===== src/rtl/adt7420_poll_ctrl_if.sv =====
// Byte-engine command/handshake bundle between adt7420_poll_ctrl and the
// single-byte I2C engine. The controller takes the master side, the engine
// takes the slave side.
interface adt7420_poll_ctrl_if;
  logic       run;
  logic       start_cond;
  logic       stop_cond;
  logic       read_nWrite;
  logic       ack_nack_write;
  logic [7:0] wbyte;
  logic [7:0] rbyte;
  logic       done_nRunning;
  logic       error;

  modport master (
    output run, start_cond, stop_cond, read_nWrite, ack_nack_write, wbyte,
    input  rbyte, done_nRunning, error
  );

  modport slave (
    input  run, start_cond, stop_cond, read_nWrite, ack_nack_write, wbyte,
    output rbyte, done_nRunning, error
  );
endinterface


===== src/rtl/adt7420_poll_ctrl.sv =====
// ADT7420 temperature poller: sequences five byte-engine transactions
// (addr+W, reg 0x00, addr+R, MSB w/ ACK, LSB w/ NACK+stop) periodically or
// on trig, publishes {MSB,LSB} with a one-cycle strobe, and tracks aborts.
// Optional macro CFG_WRITE_EN: one-time write of CFG_BYTE to register 0x03
// after reset, retried every POLL_CYC cycles until it succeeds.
module adt7420_poll_ctrl #(
  parameter logic [6:0]  DEV_ADDR    = 7'h48,
  parameter int unsigned POLL_CYC    = 250000,
  parameter int unsigned TIMEOUT_CYC = 4096,
  parameter logic [7:0]  CFG_BYTE    = 8'h80
) (
  input  logic                       clk,
  input  logic                       rst,
  input  logic                       en,
  input  logic                       trig,
  adt7420_poll_ctrl_if.master        eng,
  output logic [15:0]                temp,
  output logic                       temp_valid,
  output logic                       busy,
  output logic                       bus_err,
  output logic [7:0]                 err_count
);

  localparam int unsigned PW = $clog2(POLL_CYC);
  localparam int unsigned TW = $clog2(TIMEOUT_CYC);
  localparam logic [PW-1:0] PLAST = PW'(POLL_CYC - 1);
  localparam logic [TW-1:0] TLAST = TW'(TIMEOUT_CYC - 1);

  typedef enum logic [2:0] {
    S_IDLE, S_LOAD, S_ISSUE, S_WAIT, S_NEXT, S_ABORT
  } state_t;

  state_t        state_q, state_d;
  logic [2:0]    idx_q, idx_d;
  logic [PW-1:0] ptmr_q, ptmr_d;
  logic [TW-1:0] tmo_q, tmo_d;
  logic [7:0]    msb_q, msb_d, lsb_q, lsb_d;
  logic [15:0]   temp_q, temp_d;
  logic          tv_q, tv_d;
  logic          busy_q, busy_d;
  logic          berr_q, berr_d;
  logic [7:0]    ecnt_q, ecnt_d;
  logic          run_q, run_d;
  logic          start_q, start_d, stop_q, stop_d;
  logic          rnw_q, rnw_d, ack_q, ack_d;
  logic [7:0]    wbyte_q, wbyte_d;
  logic          cfg_pend;
  logic [2:0]    last_idx;

`ifdef CFG_WRITE_EN
  logic cfg_pend_q, cfg_pend_d, cfg_retry_q, cfg_retry_d;
  assign cfg_pend = cfg_pend_q;
`else
  assign cfg_pend = 1'b0;
`endif

  assign last_idx = cfg_pend ? 3'd2 : 3'd4;

  // State and datapath registers
  always_ff @(posedge clk or posedge rst) begin
    if (rst) begin
      state_q <= S_IDLE;
      idx_q   <= '0;
      ptmr_q  <= '0;
      tmo_q   <= '0;
      msb_q   <= '0;
      lsb_q   <= '0;
      temp_q  <= '0;
      tv_q    <= 1'b0;
      busy_q  <= 1'b0;
      berr_q  <= 1'b0;
      ecnt_q  <= '0;
      run_q   <= 1'b0;
      start_q <= 1'b0;
      stop_q  <= 1'b0;
      rnw_q   <= 1'b0;
      ack_q   <= 1'b0;
      wbyte_q <= '0;
`ifdef CFG_WRITE_EN
      cfg_pend_q  <= 1'b1;
      cfg_retry_q <= 1'b0;
`endif
    end else begin
      state_q <= state_d;
      idx_q   <= idx_d;
      ptmr_q  <= ptmr_d;
      tmo_q   <= tmo_d;
      msb_q   <= msb_d;
      lsb_q   <= lsb_d;
      temp_q  <= temp_d;
      tv_q    <= tv_d;
      busy_q  <= busy_d;
      berr_q  <= berr_d;
      ecnt_q  <= ecnt_d;
      run_q   <= run_d;
      start_q <= start_d;
      stop_q  <= stop_d;
      rnw_q   <= rnw_d;
      ack_q   <= ack_d;
      wbyte_q <= wbyte_d;
`ifdef CFG_WRITE_EN
      cfg_pend_q  <= cfg_pend_d;
      cfg_retry_q <= cfg_retry_d;
`endif
    end
  end

  // Next-state, command decode and status update
  always_comb begin
    state_d = state_q;
    idx_d   = idx_q;
    ptmr_d  = ptmr_q;
    tmo_d   = tmo_q;
    msb_d   = msb_q;
    lsb_d   = lsb_q;
    temp_d  = temp_q;
    tv_d    = 1'b0;
    berr_d  = berr_q;
    ecnt_d  = ecnt_q;
    start_d = start_q;
    stop_d  = stop_q;
    rnw_d   = rnw_q;
    ack_d   = ack_q;
    wbyte_d = wbyte_q;
`ifdef CFG_WRITE_EN
    cfg_pend_d  = cfg_pend_q;
    cfg_retry_d = cfg_retry_q;
`endif
    case (state_q)
      S_IDLE: begin
`ifdef CFG_WRITE_EN
        // Config pending: start at once, or after POLL_CYC when retrying.
        if (cfg_pend_q) begin
          if (!cfg_retry_q || ptmr_q == PLAST) begin
            ptmr_d  = '0;
            state_d = S_LOAD;
          end else begin
            ptmr_d = ptmr_q + 1'b1;
          end
        end else
`endif
        if (trig || (en && ptmr_q == PLAST)) begin
          ptmr_d  = '0;
          state_d = S_LOAD;
        end else if (en) begin
          ptmr_d = ptmr_q + 1'b1;
        end else begin
          ptmr_d = '0;
        end
      end
      S_LOAD: begin
        start_d = 1'b0;
        stop_d  = 1'b0;
        rnw_d   = 1'b0;
        ack_d   = 1'b0;
        wbyte_d = '0;
        if (cfg_pend) begin
          case (idx_q)
            3'd0:    begin start_d = 1'b1; wbyte_d = {DEV_ADDR, 1'b0}; end
            3'd1:    wbyte_d = 8'h03;
            default: begin stop_d = 1'b1; wbyte_d = CFG_BYTE; end
          endcase
        end else begin
          case (idx_q)
            3'd0:    begin start_d = 1'b1; wbyte_d = {DEV_ADDR, 1'b0}; end
            3'd1:    wbyte_d = 8'h00;
            3'd2:    begin start_d = 1'b1; wbyte_d = {DEV_ADDR, 1'b1}; end
            3'd3:    begin rnw_d = 1'b1; ack_d = 1'b1; end
            default: begin rnw_d = 1'b1; stop_d = 1'b1; end
          endcase
        end
        tmo_d   = '0;
        state_d = S_ISSUE;
      end
      S_ISSUE: begin
        if (!eng.done_nRunning) begin
          tmo_d   = '0;
          state_d = S_WAIT;
        end else if (tmo_q == TLAST) begin
          state_d = S_ABORT;
        end else begin
          tmo_d = tmo_q + 1'b1;
        end
      end
      S_WAIT: begin
        if (eng.done_nRunning) begin
          if (eng.error) begin
            state_d = S_ABORT;
          end else begin
            if (!cfg_pend && idx_q == 3'd3) msb_d = eng.rbyte;
            if (!cfg_pend && idx_q == 3'd4) lsb_d = eng.rbyte;
            state_d = S_NEXT;
          end
        end else if (tmo_q == TLAST) begin
          state_d = S_ABORT;
        end else begin
          tmo_d = tmo_q + 1'b1;
        end
      end
      S_NEXT: begin
        if (idx_q == last_idx) begin
          idx_d   = '0;
          state_d = S_IDLE;
          if (cfg_pend) begin
`ifdef CFG_WRITE_EN
            cfg_pend_d  = 1'b0;
            cfg_retry_d = 1'b0;
`endif
          end else begin
            temp_d = {msb_q, lsb_q};
            tv_d   = 1'b1;
            berr_d = 1'b0;
          end
        end else begin
          idx_d   = idx_q + 3'd1;
          state_d = S_LOAD;
        end
      end
      S_ABORT: begin
        berr_d  = 1'b1;
        if (ecnt_q != 8'hFF) ecnt_d = ecnt_q + 8'd1;
        idx_d   = '0;
        state_d = S_IDLE;
`ifdef CFG_WRITE_EN
        if (cfg_pend_q) cfg_retry_d = 1'b1;
`endif
      end
      default: state_d = S_IDLE;
    endcase
`ifdef CFG_WRITE_EN
    busy_d = (state_d != S_IDLE) || cfg_pend_d;
`else
    busy_d = (state_d != S_IDLE);
`endif
    run_d = (state_d == S_ISSUE);
  end

  assign eng.run            = run_q;
  assign eng.start_cond     = start_q;
  assign eng.stop_cond      = stop_q;
  assign eng.read_nWrite    = rnw_q;
  assign eng.ack_nack_write = ack_q;
  assign eng.wbyte          = wbyte_q;
  assign temp               = temp_q;
  assign temp_valid         = tv_q;
  assign busy               = busy_q;
  assign bus_err            = berr_q;
  assign err_count          = ecnt_q;

endmodule

===== src/flat_wrapper.sv =====
// flat-port wrapper written by rule: the top's interface ports become plain ports
module adt7420_poll_ctrl_flat 
#(
  parameter logic [6:0]  DEV_ADDR    = 7'h48,
  parameter int unsigned POLL_CYC    = 250000,
  parameter int unsigned TIMEOUT_CYC = 4096,
  parameter logic [7:0]  CFG_BYTE    = 8'h80
)
  (clk, rst, en, trig, temp, temp_valid, busy, bus_err, err_count, eng_run, eng_start_cond, eng_stop_cond, eng_read_nWrite, eng_ack_nack_write, eng_wbyte, eng_rbyte, eng_done_nRunning, eng_error);
  adt7420_poll_ctrl_if eng_i ();
  input  logic clk;
  input  logic rst;
  input  logic en;
  input  logic trig;
  output logic [15:0] temp;
  output logic temp_valid;
  output logic busy;
  output logic bus_err;
  output logic [7:0] err_count;
  output wire logic [$bits(eng_i.run)-1:0] eng_run;
  output wire logic [$bits(eng_i.start_cond)-1:0] eng_start_cond;
  output wire logic [$bits(eng_i.stop_cond)-1:0] eng_stop_cond;
  output wire logic [$bits(eng_i.read_nWrite)-1:0] eng_read_nWrite;
  output wire logic [$bits(eng_i.ack_nack_write)-1:0] eng_ack_nack_write;
  output wire logic [$bits(eng_i.wbyte)-1:0] eng_wbyte;
  input wire logic [$bits(eng_i.rbyte)-1:0] eng_rbyte;
  input wire logic [$bits(eng_i.done_nRunning)-1:0] eng_done_nRunning;
  input wire logic [$bits(eng_i.error)-1:0] eng_error;
  assign eng_run = eng_i.run;
  assign eng_start_cond = eng_i.start_cond;
  assign eng_stop_cond = eng_i.stop_cond;
  assign eng_read_nWrite = eng_i.read_nWrite;
  assign eng_ack_nack_write = eng_i.ack_nack_write;
  assign eng_wbyte = eng_i.wbyte;
  assign eng_i.rbyte = eng_rbyte;
  assign eng_i.done_nRunning = eng_done_nRunning;
  assign eng_i.error = eng_error;
  adt7420_poll_ctrl #(.DEV_ADDR(DEV_ADDR), .POLL_CYC(POLL_CYC), .TIMEOUT_CYC(TIMEOUT_CYC), .CFG_BYTE(CFG_BYTE)) u_core (.clk(clk), .rst(rst), .en(en), .trig(trig), .eng(eng_i), .temp(temp), .temp_valid(temp_valid), .busy(busy), .bus_err(bus_err), .err_count(err_count));
endmodule

===== config.mk =====
export PLATFORM = sky130hd
export DESIGN_NAME = adt7420_poll_ctrl_flat
export DESIGN_NICKNAME = d
export VERILOG_FILES = /design/src/rtl/adt7420_poll_ctrl_if.sv /design/src/rtl/adt7420_poll_ctrl.sv /design/src/flat_wrapper.sv
export SDC_FILE = /design/constraint.sdc
export NUM_CORES = 1
export LEC_CHECK = 0
export CORE_ASPECT_RATIO = 1.5
export CORE_MARGIN = 1
export CORE_UTILIZATION = 40
export DETAILED_ROUTE_END_ITERATION = 8
export HOLD_SLACK_MARGIN = 0.12
export SETUP_SLACK_MARGIN = 0.05
export SLEW_MARGIN = 40
export SYNTH_ARGS = -nofsm -noshare
export SYNTH_HDL_FRONTEND = slang
export SYNTH_SLANG_ARGS = --single-unit
export TNS_END_PERCENT = 10

===== constraint.sdc =====
create_clock -name clk -period 2.87 [get_ports clk]
set_input_delay 0.287 -clock clk [delete_from_list [all_inputs] [get_ports clk]]
set_output_delay 0.287 -clock clk [all_outputs]
set_load 0.05 [all_outputs]

==> impl_metrics.tcl <==
set metrics [dict create \
    cap_violations 0 \
    dieHeight_um 125 \
    yosysSeqAreaShare 0.525 \
    maxSlewHeadroom 0.487 \
    drv_slew 0 \
    cts_max_path_buffers 2 \
    die_x_um 84.2 \
    drc 12 \
    fin_worst_skew_ps 8.38 \
    ir_drop_v 0.000298 \
    core_area_um2 9740 \
    violations "design-rule violations" \
    ctsResizeCount 0 \
    crit_family "simple AND/OR/NAND/NOR gates" \
    grt_start_max_net_pins 41 \
    grt_use_total 0.168 \
    antenna_left 0 \
    routed_wl_um 7990 \
    die-area_um2 10500 \
    cts_root_buffer "clkbuf_16" \
    grt_pass1_vias 2969 \
    cp-end-kind "flop" \
    grt-ovfl-total 0 \
    cts_tree "built" \
    p_leak_uw 0.00221 \
    cp_max_fo 10 \
    synth-async-reset-ratio 1.00 \
    num_rows 44 \
    startpoint_type "flop" \
    final_common_cell "dfrtp_1" \
    place_congestion 0.804 \
    portBuffers 48 \
    wl_per_cell_um 14.6 \
    critical_path.cell_chain "or3_1 -> or4_1 -> or4_1 -> a22oi_1" \
    synth.distinct_cells 45 \
    cts_sinks 85 \
    drt-pass1-iter-count 6 \
    initial_core_util 0.416 \
    cts_made_buffers 9 \
    ios 54 \
    hold_violations 0 \
    num_antenna_cells 0 \
    min_period_ps 2340 \
    num_vias 2953 \
    cp_slowest_stage_delay_ps 710 \
    final_cell_mix "dfrtp_1 (85), clkdlybuf4s50_1 (48), mux2_2 (33)" \
    cp_slowest_cell "or4_1" \
    grt_pass1_wl_um 14100 \
    htree_levels 3 \
    fmax_mhz 427 \
    post-route-period-util 0.816 \
    cts.clk_slew.worst_paths_ps 60 \
    area_growth_pct 22.1 \
    rsz0062_at_grt "false" \
    setup_tns_ps 0 \
    ctsHoldBuffers 0 \
    setup_ws_ps 529 \
    required_ps 3120 \
    arrival_ps 2600 \
    syn_inst 375 \
    cp_num_buf_inv 0 \
    outcome "finished, violations left" \
    synth.ff_latch_count 85 \
    synth.cell_area_um2 4050 \
    nFillCells 884 \
    postCtsSetupBuffers 0 \
    synth_edf_count 0 \
    critPathMostFrequentCell "or4_1" \
    clk_latency_ps 340 \
    drtIter0Drc 141 \
    min_path_type "input port to async pin" \
    path_class "flop to flop" \
    nNetsFinal 449 \
    viasPerCell 5.40 \
    dp_slack_ps 517 \
    drive_above_1_share 0.141 \
    synth_warnings 0 \
    p_per_area_nw_per_um2 772 \
    setup_viol 0 \
    antenna_found_initial 0 \
    synth_flop_cell "dfrtp_1" \
    worst_pin_slew_ps 770 \
    hpwl_um 5580 \
    syn_area_per_cell_um2 10.8 \
]
==> worst reg2reg max path, cell delays in order, from the launching register on <==
cell,delay (ps)
dfrtp_1,370
or3_1,520
or4_1,710
or4_1,500
a22oi_1,160
==> stage by stage <==
stage          power, µW  cells  area [µm²]  hold slack, ps  utilization
3_3_place_gp        2750    531        4670             460        0.480
2_1_floorplan       2400    379        4070             439            -
5_1_grt             4050    547        4950             353        0.508
6_report            3820    547        4950             294        0.508
4_1_cts             3870    547        4950             308        0.508
3_5_place_dp        2780    531        4670             470        0.480
==> final cells by class <==
cell class                 count  area, µm²  share of cell area
inverter                      11       42.5             0.00859
clock inverter                 6       48.8             0.00986
tap                          115        144              0.0291
timing repair buffer          58        568               0.115
sequential                    85       2130               0.430
multi-input combinational    262       1790               0.362
clock buffer                  10        229              0.0462
==> logic make-up after synthesis <==
kind of cell	synth area share
buffers and inverters	0.0370
AO/OA/AOI/OAI	0.122
AND/OR/NAND/NOR	0.166
multiplexers	0.0917
other	0.000925
XOR/XNOR	0.0324
flip-flops	0.525
adder cells (fa/ha/maj)	0.0247
==> power breakdown <==
part	leakage [µW]	total, µW	internal, µW	switching (µW)
combinational	0.000920	1270	441	826
sequential	0.00116	1470	1360	116
clock	0.000125	1080	592	492
==> synth_stat cells, types with 3 or more instances <==
| master | n | share of area |
|---|---|---|
| or4_1 | 8 | 0.015 |
| a21oi_1 | 18 | 0.022 |
| ha_1 | 8 | 0.025 |
| nand2_1 | 28 | 0.026 |
| inv_1 | 11 | 0.010 |
| buf_4 | 7 | 0.013 |
| nand3_1 | 17 | 0.021 |
| o21ai_0 | 23 | 0.028 |
| nor2b_1 | 5 | 0.0077 |
| and3_1 | 3 | 0.0046 |
| or3_1 | 10 | 0.015 |
| buf_2 | 3 | 0.0037 |
| nor2_1 | 14 | 0.013 |
| nand2b_1 | 6 | 0.0093 |
| nor3_1 | 8 | 0.0099 |
| and4_1 | 5 | 0.011 |
| a22oi_1 | 8 | 0.015 |
| a31oi_1 | 3 | 0.0046 |
| nand4_1 | 8 | 0.012 |
| xor2_1 | 6 | 0.013 |
| o31ai_1 | 10 | 0.019 |
| xnor2_1 | 9 | 0.019 |
| clkbuf_1 | 11 | 0.010 |
| mux2_2 | 33 | 0.092 |
| dfrtp_1 | 85 | 0.52 |
==> registers in the layout (all words and copies together) (netlist names), 2 cells and up <==
name              count
u_core.eng.wbyte      2
u_core.err_count      8
u_core.idx_q          3
u_core.lsb_q          8
u_core.msb_q          8
u_core.ptmr_q        18
u_core.state_q        3
u_core.temp          16
u_core.tmo_q         12
==> path summary, 6_finish.rpt <==
path	from	to	slack, ps	depth (start not counted)
setup reg to reg	u_core.state_q[1]	u_core.ptmr_q[17]	530	4
min in group clk	u_core.eng.wbyte[0]	u_core.eng.wbyte[0]	470	2
hold reg to reg	u_core.eng.wbyte[0]	u_core.eng.wbyte[0]	470	2
max in group asynchronous	rst	u_core.tmo_q[2]	1940	3
setup / recovery	u_core.state_q[1]	u_core.ptmr_q[17]	530	4
hold / removal	rst	u_core.eng.read_nWrite	290	2
==> metal layers <==
layer | up-vias | global-route usage | routed length [µm]
met4 | 0 | 0.0842 | 171
met5 | - | 0 | 0
met2 | 46 | 0.276 | 3990
li1 | 1460 | - | -
met1 | 1436 | 0.214 | 3600
met3 | 11 | 0.0257 | 229
(Power assumes the default switching activity.)
